<file path="src/rtl/instr_issue_unit.sv">
// -----------------------------------------------------------------------------
// instr_issue_unit
//
// Instruction source and RAW-hazard interlock for the three-stage pipeline
// datapath. Holds a small program memory, streams one 32-bit slot per cycle
// (a real instruction or a bubble), drains the pipeline with three bubbles
// after the last instruction, then pulses Done.
//
// Ports:
//   clk          system clock, rising edge
//   rst          asynchronous, active-high reset
//   LoadEn       write LoadData to mem[LoadAddr] (ignored while Busy)
//   LoadAddr     program memory write address
//   LoadData     instruction word to store
//   ProgLen      number of instructions to run (0..DEPTH), sampled with Start
//   Start        begin a run (only honoured in IDLE)
//   InstrOut     registered instruction slot (0 for a bubble)
//   WriteEnable  1 for a real instruction, 0 for a bubble
//   Busy         run in progress
//   Done         one-cycle completion pulse
//   PC           index of the next instruction to issue
//   StallCount   hazard bubbles inserted this run, saturating at 0xFFFF
// -----------------------------------------------------------------------------
module instr_issue_unit #(
  parameter int DEPTH  = 16,
  parameter int ADDR_W = 4,
  parameter int WINDOW = 2
) (
  input  logic              clk,
  input  logic              rst,
  input  logic              LoadEn,
  input  logic [ADDR_W-1:0] LoadAddr,
  input  logic [31:0]       LoadData,
  input  logic [ADDR_W:0]   ProgLen,
  input  logic              Start,
  output logic [31:0]       InstrOut,
  output logic              WriteEnable,
  output logic              Busy,
  output logic              Done,
  output logic [ADDR_W:0]   PC,
  output logic [15:0]       StallCount
);

  localparam logic [ADDR_W:0] PC_ONE = {{ADDR_W{1'b0}}, 1'b1};

  typedef enum logic [1:0] {
    S_IDLE  = 2'd0,
    S_ISSUE = 2'd1,
    S_DRAIN = 2'd2,
    S_DONE  = 2'd3
  } state_t;

  state_t state, state_nxt;

  logic [31:0]             mem [DEPTH];
  logic [ADDR_W:0]         prog_len;
  logic [1:0]              drain_cnt;
  logic [WINDOW-1:0][4:0]  hist_rd;
  logic [WINDOW-1:0]       hist_vld;

  logic [31:0] cand;
  logic [4:0]  cand_rd;
  logic [4:0]  cand_rs;
  logic [4:0]  cand_rt;
  logic        cand_imm;
  logic        hazard;
  logic        last_issue;
  logic [4:0]  shift_rd;
  logic        shift_vld;

  function automatic logic [15:0] sat_inc16(input logic [15:0] val);
    return (val == 16'hFFFF) ? val : val + 16'd1;
  endfunction

  // Program memory: write port gated by Busy, asynchronous read at PC.
  // A load in the same cycle as Start lands before the first read one edge later.
  always_ff @(posedge clk) begin
    if (LoadEn && !Busy)
      mem[LoadAddr] <= LoadData;
  end

  assign cand     = mem[PC[ADDR_W-1:0]];
  assign cand_rd  = cand[25:21];
  assign cand_rs  = cand[20:16];
  assign cand_rt  = cand[15:11];
  assign cand_imm = cand[29];

  assign last_issue = ((PC + PC_ONE) == prog_len);

  // rt only counts as a source when the immediate is not selected.
  always_comb begin
    hazard = 1'b0;
    for (int i = 0; i < WINDOW; i++) begin
      if (hist_vld[i] &&
          ((hist_rd[i] == cand_rs) || (!cand_imm && (hist_rd[i] == cand_rt))))
        hazard = 1'b1;
    end
  end

  // Every cycle shifts one entry into the history; anything other than an
  // issued instruction is a bubble, so the window naturally empties between runs.
  always_comb begin
    shift_vld = 1'b0;
    shift_rd  = 5'd0;
    if (state == S_ISSUE && !hazard) begin
      shift_vld = 1'b1;
      shift_rd  = cand_rd;
    end
  end

  always_comb begin
    state_nxt = state;
    case (state)
      S_IDLE:  if (Start) state_nxt = (ProgLen != '0) ? S_ISSUE : S_DONE;
      S_ISSUE: if (!hazard && last_issue) state_nxt = S_DRAIN;
      S_DRAIN: if (drain_cnt == 2'd2) state_nxt = S_DONE;
      S_DONE:  state_nxt = S_IDLE;
      default: state_nxt = S_IDLE;
    endcase
  end

  // Slot register stage: outputs registered from current state and candidate
  always_ff @(posedge clk or posedge rst) begin
    if (rst) begin
      state       <= S_IDLE;
      prog_len    <= '0;
      drain_cnt   <= 2'd0;
      PC          <= '0;
      StallCount  <= 16'd0;
      InstrOut    <= 32'd0;
      WriteEnable <= 1'b0;
      Busy        <= 1'b0;
      Done        <= 1'b0;
      hist_rd     <= '0;
      hist_vld    <= '0;
    end else begin
      state <= state_nxt;
      // Busy rises with the Start edge but stays up through the edge that
      // emits the last drain bubble, so it covers every slot of the run.
      Busy  <= (state_nxt == S_ISSUE) || (state_nxt == S_DRAIN) || (state == S_DRAIN);
      Done  <= (state == S_DONE);

      InstrOut    <= 32'd0;
      WriteEnable <= 1'b0;

      hist_rd[0]  <= shift_rd;
      hist_vld[0] <= shift_vld;
      for (int i = 1; i < WINDOW; i++) begin
        hist_rd[i]  <= hist_rd[i-1];
        hist_vld[i] <= hist_vld[i-1];
      end

      case (state)
        S_IDLE: begin
          if (Start) begin
            prog_len   <= ProgLen;
            PC         <= '0;
            StallCount <= 16'd0;
          end
        end
        S_ISSUE: begin
          if (hazard) begin
            StallCount <= sat_inc16(StallCount);
          end else begin
            InstrOut    <= cand;
            WriteEnable <= 1'b1;
            PC          <= PC + PC_ONE;
            drain_cnt   <= 2'd0;
          end
        end
        S_DRAIN: begin
          drain_cnt <= drain_cnt + 2'd1;
        end
        default: ;
      endcase
    end
  end

endmodule
</file>
<file path="config.mk">
export PLATFORM = sky130hd
export DESIGN_NAME = instr_issue_unit
export DESIGN_NICKNAME = d
export VERILOG_FILES = /design/src/rtl/instr_issue_unit.sv
export SDC_FILE = /design/constraint.sdc
export NUM_CORES = 1
export LEC_CHECK = 0
export ABC_CLOCK_PERIOD_IN_PS = 3420
export BUFFER_PORTS_ARGS = -buffer_cell sky130_fd_sc_hd__buf_2
export CAP_MARGIN = 10
export CORE_AREA = 2 2 199 299
export CTS_BUF_LIST = sky130_fd_sc_hd__clkbuf_16
export DETAILED_ROUTE_END_ITERATION = 12
export DIE_AREA = 0 0 201 301
export GPL_ROUTABILITY_DRIVEN = 0
export PLACE_DENSITY = 0.65
export SLEW_MARGIN = 15
export SYNTH_ARGS = -nofsm -noshare
export SYNTH_HDL_FRONTEND = slang
export SYNTH_SLANG_ARGS = --single-unit
</file>
<file path="constraint.sdc">
create_clock -name clk -period 3.42 [get_ports clk]
set_input_delay 0.171 -clock clk [delete_from_list [all_inputs] [get_ports clk]]
set_output_delay 0.171 -clock clk [all_outputs]
set_load 0.03 [all_outputs]
</file>
==> results_tabular.tex <==
\begin{tabular}{lr}
\hline
Metric & Value \\
\hline
\multicolumn{2}{l}{\textbf{Outcome}} \\
Result of the run & finished clean \\
\multicolumn{2}{l}{\textbf{Final layout}} \\
Footprint of the multi-input gates & 0.00550 sq mm \\
Final \#Nets & 1389 \\
Share of layout cells above drive strength 1 & 0.297 \\
Fill cells & 4840 \\
Area delta synth->final & 17.1\% \\
Inserted Diodes & 0 \\
Fin area & 0.0269 sq mm \\
Number of standard cells in the layout, taps in and fillers out & 2154 \\
Area used by sequential logic in the layout & 0.0173 sq mm \\
\multicolumn{2}{l}{\textbf{Worst hold path}} \\
Hold worst-path end & mem[6][0]\$\_DFFE\_PP\_ \\
Hold\_sp & LoadAddr[3] \\
Min-Delay Path Class & in2reg \\
Instance count along the most critical hold path & 3 \\
\multicolumn{2}{l}{\textbf{Placement}} \\
Count of buffers from port buffering & 100 \\
Standard cell area after detailed placement & 0.0248 sq mm \\
Post-DP HPWL & 31200 microns \\
Cell total after placement & 2018 \\
\multicolumn{2}{l}{\textbf{Global routing}} \\
Number of global-route vias before repair & 12100 \\
Number of antenna violations at the first check in global routing & 1 \\
Total routing usage reported by global routing & 0.171 \\
Global-route wire length before repair & 76700 microns \\
Residual overflow from global routing & 0 \\
Largest net degree at the start of global routing & 48 \\
\multicolumn{2}{l}{\textbf{Clocking}} \\
Clk buf depth & 3 \\
Clock tree from TritonCTS & done \\
CTS Root Buffer Type & sky130\_fd\_sc\_hd\_\_clkbuf\_16 \\
Clock Sinks & 588 \\
Number of buffers created by CTS & 51 \\
Clock transition at the registers of the reported paths & 0.06 ns \\
Clock latency at the later pin of the worst-skew pair & 0.58 ns \\
CTS HTree Levels & 2 \\
\multicolumn{2}{l}{\textbf{Worst setup path}} \\
Kind of critical path & reg2reg \\
Max stage delay on crit path & 0.57 ns \\
Cell chain of the critical path & and2\_0, buf\_4, a221oi\_1, o21a\_1, a221oi\_4, buf\_4, xor2\_1, nand4\_1, nand4\_4, or4b\_1, o21ai\_0 \\
Most Frequent Cell on Critical Path & sky130\_fd\_sc\_hd\_\_buf\_4 \\
Critical R2R Capture & StallCount[10]\$\_DFFE\_PP0P\_ \\
FF-to-FF path depth & 11 \\
Register-to-register setup slack & 0.07 ns \\
First element of the critical path & PC[0]\$\_DFFE\_PP0P\_ \\
Crit path max fanout & 8 \\
Req. time, crit path & 3.90 ns \\
Arrival time at the worst endpoint & 3.83 ns \\
Worst Setup Start Kind & flip-flop \\
Cell with the biggest individual delay on the critical path & sky130\_fd\_sc\_hd\_\_a221oi\_1 \\
Critical path endpoint category & flip-flop \\
Critical R2R Launch & PC[0]\$\_DFFE\_PP0P\_ \\
Top Family by Delay on Critical Path & simple AND/OR/NAND/NOR gates \\
Buffers plus inverters on the worst setup path & 2 \\
\multicolumn{2}{l}{\textbf{Die}} \\
Die width & 201 microns \\
Top-Level Pins & 101 \\
Die area & 0.0605 sq mm \\
Effective utilization at floorplan & 0.398 \\
Chip height & 301 microns \\
Core box area & 0.0577 sq mm \\
Cell Rows & 108 \\
\multicolumn{2}{l}{\textbf{Synth}} \\
Count of flip-flops with a built-in enable after synthesis & 512 \\
Most used flip-flop cell after synthesis & sky130\_fd\_sc\_hd\_\_edfxtp\_1 \\
Most common cell in the netlist & sky130\_fd\_sc\_hd\_\_edfxtp\_1 \\
Syn\_nets & 1187 \\
Asr flop ratio synth & 0.129 \\
Synthesis warning total & 0 \\
Area share of the leading cell type in the synthesized netlist & 0.670 \\
Dominant cells by area after synthesis & sky130\_fd\_sc\_hd\_\_edfxtp\_1 (67\%), sky130\_fd\_sc\_hd\_\_mux4\_2 (13\%), sky130\_fd\_sc\_hd\_\_dfrtp\_1 (8.3\%) \\
Synthesized netlist cell count & 1139 \\
Total of flip-flops plus latches after synthesis & 588 \\
Most numerous cell types in the synthesized netlist & sky130\_fd\_sc\_hd\_\_edfxtp\_1 (512), sky130\_fd\_sc\_hd\_\_mux4\_2 (131), sky130\_fd\_sc\_hd\_\_dfrtp\_1 (76), sky130\_fd\_sc\_hd\_\_mux2i\_1 (51), sky130\_fd\_sc\_hd\_\_nand2\_1 (43) \\
Register area share after synthesis & 0.753 \\
Post-synthesis cell type count & 56 \\
Library cell with the largest summed area after synthesis & sky130\_fd\_sc\_hd\_\_edfxtp\_1 \\
Cell area after synthesis & 0.0229 sq mm \\
Average footprint of a synthesized cell & 20.1 sq um \\
\multicolumn{2}{l}{\textbf{Pwr}} \\
PD cells & 762 mW/mm\^{}2 \\
Sequential cell fraction of total power & 0.420 \\
Leakage power & 0.00924 uW \\
Peak supply drop & 0.000434 V \\
P\_sw & 6280 uW \\
Clock network fraction of design power & 0.267 \\
Combinational fraction of design power & 0.313 \\
Switching power as a share of total power & 0.307 \\
Total power & 20500 uW \\
Cell-internal power & 14200 uW \\
\multicolumn{2}{l}{\textbf{STA}} \\
Worst hold slack after final layout & 0.293 ns \\
Max transition margin & 0.408 \\
Post-route fraction of the period consumed by the critical path & 0.979 \\
Highest attainable clock frequency & 299 MHz \\
Final clock skew & 0.0189 ns \\
Count of final hold-check violations & 0 \\
Worst Tran Pin Value & 0.887 ns \\
Number of slew-limit violations in the final report & 0 \\
Final setup violation count & 0 \\
Sum of negative setup slack & 0 ns \\
Final period demand of the worst path & 3.35 ns \\
\multicolumn{2}{l}{\textbf{Routing}} \\
Top routing layer used & met5 \\
Average wire per standard cell & 24.0 microns \\
Via count of the routed design & 11400 \\
Number of iterations in the first detailed-routing pass & 5 \\
Detail-routed via count per cell & 5.31 \\
Post-route ant nets & 0 \\
Detail Route met2 WL & 28200 microns \\
Wire length on met1 & 19900 microns \\
DRT Wirelength & 51800 microns \\
DRC violation count after routing & 0 \\
1st-iter DRT viols & 916 \\
Wire length on met3 & 2460 microns \\
\multicolumn{2}{l}{\textbf{Run}} \\
Number of max-cap violations & 0 \\
\hline
\end{tabular}
## cell usage in the layout, fill, tap and decap left out, drive strengths merged, types with 5 or more instances in the layout
| master | count |
|---|---|
| nand2b | 5 |
| a21oi | 10 |
| a22o | 8 |
| nor3 | 9 |
| a22oi | 9 |
| or2 | 7 |
| nor2 | 33 |
| dlygate4sd3 | 39 |
| mux4 | 131 |
| xor2 | 11 |
| dfrtp | 76 |
| a221oi | 9 |
| nand3 | 15 |
| clkbuf | 52 |
| mux2i | 51 |
| and3 | 11 |
| o21ai | 17 |
| buf | 167 |
| and2 | 7 |
| nand2 | 43 |
| nor2b | 36 |
| mux2 | 6 |
| or3 | 5 |
| edfxtp | 512 |
| clkinv | 27 |
| inv | 23 |
| xnor2 | 8 |
| nand4 | 12 |
## stage by stage
step,util,worst slack [ns]
2_1_floorplan,-,0.295
3_3_place_gp,0.430,0.174
3_5_place_dp,0.430,0.0711
4_1_cts,0.465,0.0152
5_1_grt,0.466,-0.0908
6_report,0.466,0.0713
## cell type report
class                           instances  area share
Sequential cell                       588       0.643
Multi-Input combinational cell        482       0.205
Timing Repair Buffer                  206      0.0552
Clock buffer                           52      0.0484
Tap cell                              770      0.0359
Clock inverter                         44      0.0107
Inverter                               12     0.00172
## metal layers
metal,track usage,vias up
met2,0.318,306
li1,-,5031
met4,0.0511,2
met1,0.205,6022
met5,0,-
met3,0.0236,72
## worst min-delay path, cell delays in order
cell and delay (ns):
sky130_fd_sc_hd__buf_2 0.11, sky130_fd_sc_hd__or3b_2 0.26, sky130_fd_sc_hd__nor2_4 0.13
## sequential cells by signal, summed over array words and instances (netlist names)
name / flops
state: 2
mem: 512
drain_cnt: 2
hist_rd: 10
Done: 1
InstrOut: 32
Busy: 1
prog_len: 5
StallCount: 16
hist_vld: 2
PC: 5
## power groups by stage
stage               sequential [uW]  clock (uW)  combinational [uW]
CTS                            8630        5610                6390
global placement               8780           0                6260
detailed placement             8780           0                6340
floorplan                      8940           0                4220
finish                         8600        5470                6400
global route                   8640        5860                6880
## what timing repair did
item | in CTS | in global routing
hold buffers | 39 | 0
buffers inserted | 0 | 1
setup endpoints to repair | 0 | 48
hold endpoints to repair | 564 | 0
gates resized for setup | 0 | 8
## kinds of logic after synthesis
family / count (synthesis) / synth area share
compound gates: 80 / 0.0254
xor+xnor: 19 / 0.00725
fa+ha+maj: 3 / 0.00164
buf+inv: 69 / 0.0149
flops: 588 / 0.753
mux: 188 / 0.154
simple gates: 192 / 0.0441
## worst max-delay path by stage
stage / endpoint / cells after the start
2_1_floorplan: StallCount[13]$_DFFE_PP0P_ / 13
3_3_place_gp: StallCount[10]$_DFFE_PP0P_ / 11
3_5_place_dp: StallCount[10]$_DFFE_PP0P_ / 11
4_1_cts: StallCount[10]$_DFFE_PP0P_ / 11
5_1_grt: StallCount[10]$_DFFE_PP0P_ / 11
6_report: StallCount[10]$_DFFE_PP0P_ / 11
Power figures use the tool's default switching activity.
